File: config.mk
export PLATFORM = sky130hd
export DESIGN_NAME = sifh_hist_arbiter
export DESIGN_NICKNAME = d
export VERILOG_FILES = /design/src/rtl/sifh_hist_arbiter.sv
export SDC_FILE = /design/constraint.sdc
export NUM_CORES = 1
export LEC_CHECK = 0
export ABC_AREA = 1
export CELL_PAD_IN_SITES_DETAIL_PLACEMENT = 0
export CELL_PAD_IN_SITES_GLOBAL_PLACEMENT = 1
export CORE_MARGIN = 3
export CORE_UTILIZATION = 36
export DETAILED_ROUTE_END_ITERATION = 16
export PLACE_DENSITY_LB_ADDON = 0.1
export SETUP_SLACK_MARGIN = 0.05
export SLEW_MARGIN = 20
export SYNTH_ARGS = -nofsm -noshare
export SYNTH_HDL_FRONTEND = slang
export SYNTH_SLANG_ARGS = --single-unit
File: constraint.sdc
create_clock -name clk_i -period 2.73 [get_ports clk_i]
set_clock_uncertainty 0.2 [all_clocks]
set_input_delay 0.546 -clock clk_i [delete_from_list [all_inputs] [get_ports clk_i]]
set_output_delay 0.546 -clock clk_i [all_outputs]
set_load 0.02 [all_outputs]
File: src/rtl/sifh_hist_arbiter.sv
// sifh_hist_arbiter
// Shares one dual-port histogram RAM between NPIX pixel TDC streams.
// The RAM is first cleared. Hits are then granted round-robin, one per cycle.
// Each granted hit runs a read-increment-write pipeline with hazard forwarding.
// On stop the pipeline is drained and done pulses for one cycle.
//
// state    | meaning
// ---------+-----------------------------------------------------------
// ST_IDLE  | waiting for start, outputs quiet
// ST_CLEAR | writing zero to every RAM word, one word per cycle
// ST_ACC   | granting hits round-robin, pipeline running
// ST_DRAIN | no new grants, three cycles so the last write is presented
// ST_DONE  | one-cycle done pulse, then back to idle
module sifh_hist_arbiter #(
  parameter  int NPIX_W = 2,
  parameter  int NB     = 6,
  parameter  int CW     = 8,
  localparam int NPIX   = 1 << NPIX_W,
  localparam int AW     = NPIX_W + NB
) (
  input  logic                 clk_i,
  input  logic                 res_i,
  input  logic                 start_i,
  input  logic                 stop_i,
  input  logic [NPIX-1:0]      req_i,
  input  logic [NPIX*NB-1:0]   bin_i,
  output logic [NPIX-1:0]      gnt_o,
  output logic [AW-1:0]        raddr_o,
  output logic                 rEnable_o,
  output logic                 readFlag_o,
  input  logic [CW-1:0]        counts_i,
  output logic [AW-1:0]        waddr_o,
  output logic                 wEnable_o,
  output logic                 writeFlag_o,
  output logic [CW-1:0]        newCounts_o,
  output logic                 busy_o,
  output logic                 done_o,
  output logic                 sat_o,
  output logic [23:0]          hit_cnt_o
);

  typedef enum logic [2:0] {
    ST_IDLE  = 3'd0,
    ST_CLEAR = 3'd1,
    ST_ACC   = 3'd2,
    ST_DRAIN = 3'd3,
    ST_DONE  = 3'd4
  } state_t;

  state_t              state_q;
  logic [NPIX_W-1:0]   rr_q;
  logic [1:0]          drain_q;

  // read stage (t+1): drives RAM port B
  logic                s1_v_q;
  logic [AW-1:0]       raddr_q;
  // compute stage (t+2): RAM data arrives
  logic                s2_v_q;
  logic [AW-1:0]       s2_addr_q;
  // write stage (t+3): drives RAM port A, also used by the clear sweep
  logic                w_v_q;
  logic [AW-1:0]       waddr_q;
  logic [CW-1:0]       wdata_q;
  // copy of the write presented one cycle earlier, for forwarding
  logic                pw_v_q;
  logic [AW-1:0]       pw_addr_q;
  logic [CW-1:0]       pw_data_q;

  logic                sat_q;
  logic [23:0]         hit_cnt_q;
  logic                busy_q;
  logic                done_q;

  logic                hit;
  logic [NPIX_W-1:0]   gnt_idx;
  logic [NPIX_W-1:0]   cand;
  logic [NB-1:0]       gnt_bin;
  logic [CW-1:0]       base;
  logic                at_max;
  logic [CW-1:0]       result;

  // Round-robin search upward from the pixel after the last one granted.
  always_comb begin
    hit     = 1'b0;
    gnt_idx = '0;
    cand    = '0;
    if (state_q == ST_ACC && !stop_i) begin
      for (int i = 1; i <= NPIX; i++) begin
        cand = rr_q + NPIX_W'(i);
        if (!hit && req_i[cand]) begin
          hit     = 1'b1;
          gnt_idx = cand;
        end
      end
    end
  end

  assign gnt_bin = bin_i[int'(gnt_idx)*NB +: NB];
  assign gnt_o   = hit ? (NPIX'(1) << gnt_idx) : '0;

  // Pick the freshest value for the bin in the compute stage.
  // The RAM is read-first, so the two most recent writes may not be in counts_i yet.
  always_comb begin
    base = counts_i;
    if (w_v_q && (waddr_q == s2_addr_q)) begin
      base = wdata_q;
    end else if (pw_v_q && (pw_addr_q == s2_addr_q)) begin
      base = pw_data_q;
    end
    at_max = &base;
    result = at_max ? base : base + CW'(1);
  end

  // State machine, pipeline registers and registered outputs.
  always_ff @(posedge clk_i) begin
    if (!res_i) begin
      state_q   <= ST_IDLE;
      rr_q      <= '0;
      drain_q   <= '0;
      s1_v_q    <= 1'b0;
      raddr_q   <= '0;
      s2_v_q    <= 1'b0;
      s2_addr_q <= '0;
      w_v_q     <= 1'b0;
      waddr_q   <= '0;
      wdata_q   <= '0;
      pw_v_q    <= 1'b0;
      pw_addr_q <= '0;
      pw_data_q <= '0;
      sat_q     <= 1'b0;
      hit_cnt_q <= '0;
      busy_q    <= 1'b0;
      done_q    <= 1'b0;
    end else begin
      done_q    <= 1'b0;
      pw_v_q    <= w_v_q;
      pw_addr_q <= waddr_q;
      pw_data_q <= wdata_q;

      s1_v_q <= hit;
      if (hit) begin
        raddr_q   <= {gnt_idx, gnt_bin};
        hit_cnt_q <= hit_cnt_q + 24'd1;
      end

      s2_v_q    <= s1_v_q;
      s2_addr_q <= raddr_q;

      w_v_q <= s2_v_q;
      if (s2_v_q) begin
        waddr_q <= s2_addr_q;
        wdata_q <= result;
        if (at_max) begin
          sat_q <= 1'b1;
        end
      end

      case (state_q)
        ST_IDLE: begin
          if (start_i) begin
            state_q   <= ST_CLEAR;
            busy_q    <= 1'b1;
            sat_q     <= 1'b0;
            hit_cnt_q <= '0;
            rr_q      <= NPIX_W'(NPIX - 1);
            w_v_q     <= 1'b1;
            waddr_q   <= '0;
            wdata_q   <= '0;
          end
        end
        ST_CLEAR: begin
          if (waddr_q == {AW{1'b1}}) begin
            state_q <= ST_ACC;
            w_v_q   <= 1'b0;
          end else begin
            w_v_q   <= 1'b1;
            waddr_q <= waddr_q + AW'(1);
            wdata_q <= '0;
          end
        end
        ST_ACC: begin
          if (stop_i) begin
            state_q <= ST_DRAIN;
            drain_q <= '0;
          end else if (hit) begin
            rr_q <= gnt_idx;
          end
        end
        ST_DRAIN: begin
          if (drain_q == 2'd2) begin
            state_q <= ST_DONE;
            busy_q  <= 1'b0;
            done_q  <= 1'b1;
          end else begin
            drain_q <= drain_q + 2'd1;
          end
        end
        ST_DONE: begin
          state_q <= ST_IDLE;
        end
        default: begin
          state_q <= ST_IDLE;
        end
      endcase
    end
  end

  assign raddr_o     = raddr_q;
  assign rEnable_o   = s1_v_q;
  assign readFlag_o  = s1_v_q;
  assign waddr_o     = waddr_q;
  assign wEnable_o   = w_v_q;
  assign writeFlag_o = w_v_q;
  assign newCounts_o = wdata_q;
  assign busy_o      = busy_q;
  assign done_o      = done_q;
  assign sat_o       = sat_q;
  assign hit_cnt_o   = hit_cnt_q;

endmodule

==> results.json <==
{
  "timing.hold.worst.start": "raddr_o[6]$_SDFFE_PN0P_",
  "placed_cell_area_um2": 6240,
  "status": "finished, violations left",
  "crit_chain": "inv_8, nand2_2, o21ai_4, nand2_2, nand2_4, o21bai_4, xor2_2, nor2_1, inv_1, nor2_1, buf_4",
  "regToRegSetupSlack_ns": 0.33,
  "cts_tree": "done",
  "grt_pass1_wl_mm": 21.9,
  "ios": 99,
  "multiInputGateArea_um2": 2710,
  "drc": 0,
  "synth-seq-cells": 86,
  "start_kind": "register",
  "crit_slowest_cell": "dfxtp_4",
  "drive_above_1_share": 0.161,
  "worst_pin_slew_ns": 0.419,
  "r2r_end": "newCounts_o[6]$_SDFF_PN0_",
  "reg2regPathDepth": 14,
  "grt_pass1_vias": 4584,
  "fin_nets": 927,
  "avgViaCountPerCell": 4.65,
  "final_core_util": 0.508,
  "power.density_nw_per_um2": 449,
  "worst_slack_ns": -0.00673,
  "die_w_um": 123,
  "crit_required_ns": 1.98,
  "p_leak_nw": 3.01,
  "cp-startpoint": "rr_q[0]$_SDFFE_PN0P_",
  "cts_buffers": 9,
  "slew_violations": 0,
  "area.growth.synth_to_final_pct": 36.7,
  "holdPathEnd": "s2_addr_q[6]$_SDFF_PN0_",
  "async_flop_share": 0,
  "clk_pin_slew_ns": 0.06,
  "dieHeight_um": 123,
  "first_pass_iters": 5,
  "vdd_drop_max_v": 0.000255,
  "yosysSeqAreaShare": 0.347,
  "yosysWarnings": 0,
  "setup_viol": 1,
  "path_max_fanout": 7,
  "yosys-top-cells-count": "nand2_1, inv_1, nor2_1, dfxtp_1, nand3_1",
  "clock-sinks": 86,
  "min_path_type": "reg2reg",
  "reg2reg_from": "waddr_o[1]$_SDFF_PN0_",
  "grt_max_degree": 31,
  "fin_area_um2": 6780,
  "min_delay_path_depth": 2,
  "fin_total_pwr_mw": 3.04,
  "finalHoldViolCount": 0,
  "num_rows": 42,
  "dr.first_iter.drc_count": 246,
  "initial_utilization": 0.371,
  "port_buffers": 98,
  "slowest_delay_ns": 0.44,
  "synth_edf_count": 0,
  "netlist_instances": 762,
  "fmax_mhz": 365,
  "diodes": 0,
  "hold_ws_ns": 0.251,
  "period_share": 1.00,
  "cts_root_buffer": "clkbuf_16",
  "syn-num-nets": 806,
  "synth_area_um2": 4960,
  "yosysMostFrequentCell": "nand2_1",
  "synth_cell_types": 49,
  "dieArea_um2": 15200,
  "end_kind": "output pin",
  "dpl.hpwl_mm": 10.4,
  "synth_top_area_cell": "dfxtp_1",
  "routedWlPerCell_um": 12.8,
  "cts_buffer_depth": 2,
  "cap_violations": 0,
  "cp.arrival_ns": 1.99,
  "violations": "negative setup slack",
  "avgSynthCellArea_um2": 6.51,
  "min_period_ns": 2.74,
  "core_um2": 13300,
  "rsz0062_at_grt": "true",
  "grtUsageTotal": 0.182,
  "regArea_um2": 1740,
  "yosys-top-cells-area": "dfxtp_1, nand2_1, inv_1, nor2_1, nand3_1",
  "maxSlewHeadroom": 0.718,
  "place.gp.congestion": 0.855,
  "dpl_worst_slack_ns": -0.667,
  "clk_latency_ns": 0.35,
  "synthFlopType": "dfxtp_1",
  "synth_top_area_share": 0.347,
  "dr_total_vias": 4948,
  "grt_antenna_before_repair": 0,
  "routed_wl_mm": 13.6,
  "fillers": 1395,
  "ant_nets": 0,
  "cts-htree-levels": 3,
  "gr-total-overflow": 0,
  "path_class": "reg2out"
}
[cell usage in the layout, fill, tap and decap left out, drive strengths merged, types with 2 or more instances in the layout]
master and count:
ha 4, o22ai 4, clkdlybuf4s50 90, inv 144, clkinvlp 2, nand4 10
clkbuf 10, nor3 17, a21oi 26, o221ai 2, dlygate4sd2 3, buf 37
o21bai 3, nand3 56, a211oi 4, nand2 206, nor2 97, bufinv 2
nand3b 3, o211ai 7, clkinv 4, xnor2 5, xor2 17, nor3b 2
o21ai 36, dfxtp 86
[cells by family (layout without fill, tap and decap cells)]
group / after synthesis / count (layout) / share of synthesized area
AO/OA/AOI/OAI: 90 / 90 / 0.119
XOR/XNOR: 22 / 22 / 0.0404
adder cells (fa/ha/maj): 4 / 4 / 0.0101
buffers and inverters: 167 / 293 / 0.138
flip-flops: 86 / 86 / 0.347
AND/OR/NAND/NOR: 393 / 393 / 0.345
[report_power, final]
part           total [mW]  internal, mW  leakage (nW)  switching (mW)
logic               0.438         0.192          2.16           0.247
registers            1.28          1.27         0.699          0.0170
clock network        1.32         0.800         0.152           0.520
total                3.04          2.26          3.01           0.784
[per-stage QoR]
| stage | std cells | setup TNS (ns) |
|---|---|---|
| 2_1_floorplan | 762 | 0 |
| 4_1_cts | 1061 | 0 |
| 3_5_place_dp | 1043 | -4.15 |
| 6_report | 1064 | -0.00673 |
| 5_1_grt | 1064 | -0.314 |
| 3_3_place_gp | 1043 | -2.97 |
[worst max-delay path, delay by kind of cell (launching register included)]
family / cells / cell delay, ns
compound gates: 2 / 0.24
simple gates: 5 / 0.49
flops: 1 / 0.44
buf+inv: 3 / 0.29
xor+xnor: 1 / 0.17
[worst max path at each step]
stage | to | slack (ns) | depth (start not counted)
5_1_grt | gnt_o[0] | -0.09 | 11
6_report | gnt_o[0] | -0.007 | 11
4_1_cts | gnt_o[0] | 0.03 | 11
3_5_place_dp | gnt_o[1] | -0.67 | 11
2_1_floorplan | gnt_o[1] | 0.21 | 10
3_3_place_gp | gnt_o[1] | -0.61 | 11
[flip-flops by register name, summed over array words and instances (netlist names), 2 cells and up]
| register | flops |
|---|---|
| rr_q | 2 |
| s2_addr_q | 8 |
| waddr_o | 8 |
| pw_data_q | 8 |
| drain_q | 2 |
| hit_cnt_o | 24 |
| state_q | 3 |
| raddr_o | 8 |
| pw_addr_q | 8 |
| newCounts_o | 8 |
[per-layer routing]
metal / GRT usage / wire [um]
met5: 0 / 0
met4: 0.0540 / 163
met3: 0.0407 / 784
met2: 0.308 / 6500
met1: 0.232 / 6140
[area by class of cell]
type                    count  area share
multi-input cells         509       0.400
flip-flops and latches     86       0.257
inverters                 146      0.0825
clock buffers              10      0.0338
clock inverters             6      0.0127
repair buffers            131       0.181
well taps                 176      0.0325
[timing repair]
item	in CTS	in global routing
hold buffers	0	0
pin swaps	13	15
setup endpoints to repair	4	13
buffers inserted	2	3
resized for setup	38	46
Note: power is estimated with default switching activity, not from simulation.
==> variant 1, RTL diff (same settings) <==
Register the output `hit_cnt_o` once more; this adds one clock of latency there. The other outputs are not delayed to match.
--- a/src/rtl/sifh_hist_arbiter.sv
+++ b/src/rtl/sifh_hist_arbiter.sv
@@ -217,3 +217,5 @@
   assign sat_o       = sat_q;
-  assign hit_cnt_o   = hit_cnt_q;
+  always_ff @(posedge clk_i) begin
+    hit_cnt_o <= hit_cnt_q;
+  end
 
Function: same outputs for any inputs over 10 cycles, from zero or initial values; that may be too few to reach the edited logic, so the function may still have changed.
==> variant 1 against the original RTL <==
- the run still ends with setup timing left
- sequential share of layout area up 4.1 points
- first-iteration DRC count decreased by 18%
- sequential cell count grew 24
- hold slack got worse by 0.080 ns
- wire length up 4.8%
- final area increased by 10%
- cell count increased by 5.3%
- synthesized cell count grew 2.8%
- critical path depth shrank 1
- setup slack worse by 0.065 ns
- synthesized area rose by 9.6%
Power is not compared: it rests on default switching activity, and its combinational part moved more than twofold at a synthesized area within 25%.
==> variant 1: results (changes against the original RTL) <==
| Result | Reported | Unit | Change |
|---|---|---|---|
| Result of the run | finished, violations left | - |  |
| Post-detail-place hpwl | 10,700 | microns | +3.0% |
| Post-detailed-placement cell area | 6790 | sq um | +8.9% |
| Net count of the finished layout | 975 | - | +5.2% |
| Setup violation total in the final timing report | 5 | - | +4 |
| Number of cells on the worst hold path | 0 | - | -2 |
| Minimum hold slack | 0.171 | ns | -0.0801 ns |
| Fill count | 1,450 | - | +3.9% |
| Endpoint of the lowest-slack register-to-register path | rr_q[0] | - |  |
| Number of cells in the design after placement | 1,084 | - | +3.9% |
| Slowest cell delay on critical path | 0.34 | ns | -0.10 ns |
| Largest net degree at the start of global routing | 29 | - | -6.5% |
| Critical path peak fanout | 6 | - | -1 |
| Final setup margin | -0.0714 | ns | -0.0647 ns |
| Finished layout cell area | 7470 | sq um | +10% |
| Top post-synthesis cells by area | dfxtp_1 41%, nand2_1 13%, inv_1 9.4% | - |  |
| Worst Hold End | hit_cnt_o[23] | - |  |
| Worst R2R Path Depth | 17 | - | +3 |
| Cell variety after synth | 48 | - | -2.0% |
| Slowest stage cell on the critical path | dfxtp_2 | - |  |
| Layout non-clock buf frac | 19.2 | % | +1.0 points |
| Met2 Resource Use GR | 29.5 | % | -1.3 points |
| Vias in the first global route | 5,006 | - | +9.2% |
| M1 wire length | 6540 | microns | +6.5% |
| Violated checks | setup timing | - |  |
-- variant 1: cells by family after synthesis --
family	share of synthesized area [%]
AO/OA/AOI/OAI	11.2
XOR/XNOR	3.20
adder cells (fa/ha/maj)	0.921
buffers and inverters	12.6
flip-flops	40.5
AND/OR/NAND/NOR	31.6
-- variant 1: worst max-delay path by stage --
stage	startpoint	endpoint	slack (ns)	cells past startpoint
after CTS	rr_q[0]	gnt_o[0]	-0.09	12
after floorplan	req_i[2]	gnt_o[3]	0.08	10
after detailed placement	req_i[2]	gnt_o[3]	-0.72	11
after global placement	req_i[2]	gnt_o[3]	-0.66	11
after global routing	rr_q[0]	gnt_o[1]	-0.18	10
final	rr_q[0]	gnt_o[1]	-0.07	10
-- variant 1: power by group through the flow --
stage               clock network (uW)  logic (uW)  registers (uW)
finish                            1340        1230            1730
global placement                     0        1030            1750
floorplan                            0         651            1780
global route                      1450        1360            1740
CTS                               1390        1120            1720
detailed placement                   0        1040            1750
==> variant 2, RTL diff (config.mk and constraints unchanged) <==
Without the edit above. `NB`: 6 -> 12.
--- a/src/rtl/sifh_hist_arbiter.sv
+++ b/src/rtl/sifh_hist_arbiter.sv
@@ -15,3 +15,3 @@
   parameter  int NPIX_W = 2,
-  parameter  int NB     = 6,
+  parameter  int NB     = 12,
   parameter  int CW     = 8,
Interface: changed (resized bin_i, raddr_o and waddr_o); port bits go from 99 to 135. The function was not compared with the original's and may differ.
==> variant 2 against the original RTL <==
- final area is 27% higher
- wire length is 33% higher
- fmax is 2.4% higher
- synthesized area is 23% higher
- largest cell class unchanged
- critical path depth stayed put
- non-clock buffer count is 82 higher
- setup slack better by 0.064 ns
- sequential cell count is 24 higher
- utilization is 2.3 points higher
Power is not compared: it rests on default switching activity, and its combinational part moved more than twofold at a synthesized area within 25%.
==> variant 2: results (changes against the original RTL) <==
| Result | Reported | Unit | Change |
|---|---|---|---|
| Most instantiated cells after synthesis | 277 x nand2_1, 129 x inv_1, 110 x dfxtp_1 | - |  |
| Worst slew margin relative to its limit | 46.8 | % | -25 points |
| Top post-synthesis cells by area | dfxtp_1 36%, nand2_1 17%, inv_1 8.0% | - |  |
| Most common flop cell mapped by yosys | dfxtp_1 | - |  |
| Worst EP arrival | 1.93 | ns | -0.06 ns |
| Worst R2R Path Depth | 16 | - | +2 |
| Critical path peak fanout | 4 | - | -3 |
| Wire length per cell | 13.3 | microns | +3.7% |
| Result of the run | complete, no violations | - |  |
| Cell variety after synth | 44 | - | -10% |
| GP Congestion | 0.821 | - | -3.9% |
| Net count of the finished layout | 1,211 | - | +31% |
| Post-detail-place hpwl | 13,900 | microns | +33% |
| # port buffers | 134 | - | +37% |
| Total nets after synthesis | 1,014 | - | +26% |
| Largest net degree at the start of global routing | 37 | - | +19% |
| Vias in the first global route | 5,719 | - | +25% |
| First-pass GRT wire length | 29,000 | microns | +32% |
| DR vias | 6,318 | - | +28% |
| Number of DRC violations after detailed-routing iteration 0 | 339 | - | +38% |
| Switching power | 2020 | uW |  |
| 1st-pass router iterations | 4 | - | -1 |
| Post-synthesis sequential area ratio | 36.2 | % | +1.5 points |
| Layout cells sized above 1 | 16.2 | % | +0.098 points |
| Antenna violations before repair | 1 | - | +1 |
| Proportion of netlist area held by the largest area contributor | 36.2 | % | +1.5 points |
| Global-route total usage across every layer | 19.5 | % | +1.3 points |
| Worst setup slack before clock tree synthesis | -0.687 | ns | -0.0197 ns |
-- variant 2: metrics by stage --
stage	total power (uW)	cells	area [sq um]	TNS, ns
2_1_floorplan	3110	946	6090	0
3_3_place_gp	3930	1332	8040	-7.23
3_5_place_dp	3920	1332	8040	-7.89
4_1_cts	5220	1355	8390	0
5_1_grt	5740	1364	8620	-0.0338
6_report	5380	1364	8620	0
-- variant 2: power groups by stage --
stage                     clock network (uW)  logic [uW]  registers (uW)
after floorplan                            0        1150            1960
after global placement                     0        2030            1900
after detailed placement                   0        2020            1900
after CTS                               1270        2080            1870
after global routing                    1320        2520            1900
final                                   1240        2270            1870
-- variant 2: cells by family after synthesis --
family	synth area share, %
simple gates	36.6
buf+inv	11.6
compound gates	10.9
flops	36.2
xor+xnor	3.89
fa+ha+maj	0.822
-- variant 2: repair_timing --
action	in CTS	in global routing
gates resized for setup	45	52
setup endpoints to repair	6	43
pin swaps	12	23
setup buffers	7	9
gates cloned	0	1
-- variant 2: layout make-up --
type / instances / area (sq um)
Tap cell: 216 / 270
Timing Repair Buffer: 213 / 1960
Clock inverter: 5 / 36.3
Multi-Input combinational cell: 663 / 3340
Clock buffer: 11 / 233
Sequential cell: 110 / 2220
Inverter: 146 / 556
Fill cell: 1661 / 7610
-- variant 2: metal layers --
metal / share of wire, % / global-route usage [%]
met5: 0.11 / 0
met1: 49 / 27.6
met4: 1.5 / 6.16
met2: 43 / 29.3
met3: 6.0 / 4.40
-- variant 2: path summary, 6_finish.rpt --
check | slack (ns) | startpoint | endpoint
hold reg to reg | 0.25 | raddr_o[12] | s2_addr_q[12]
setup / recovery | 0.06 | req_i[3] | gnt_o[1]
hold / removal | 0.25 | raddr_o[12] | s2_addr_q[12]
setup reg to reg | 0.25 | s2_addr_q[0] | newCounts_o[1]
-- variant 2: worst max-delay path: stages --
cell and delay (ns):
dlygate4sd2_1 0.23, inv_2 0.06, o21ai_2 0.07, or2_4 0.27, nor2_4 0.13, nand2_2 0.08
o21ai_2 0.07, nand3_2 0.13, inv_2 0.12, nor2_1 0.05, buf_4 0.15
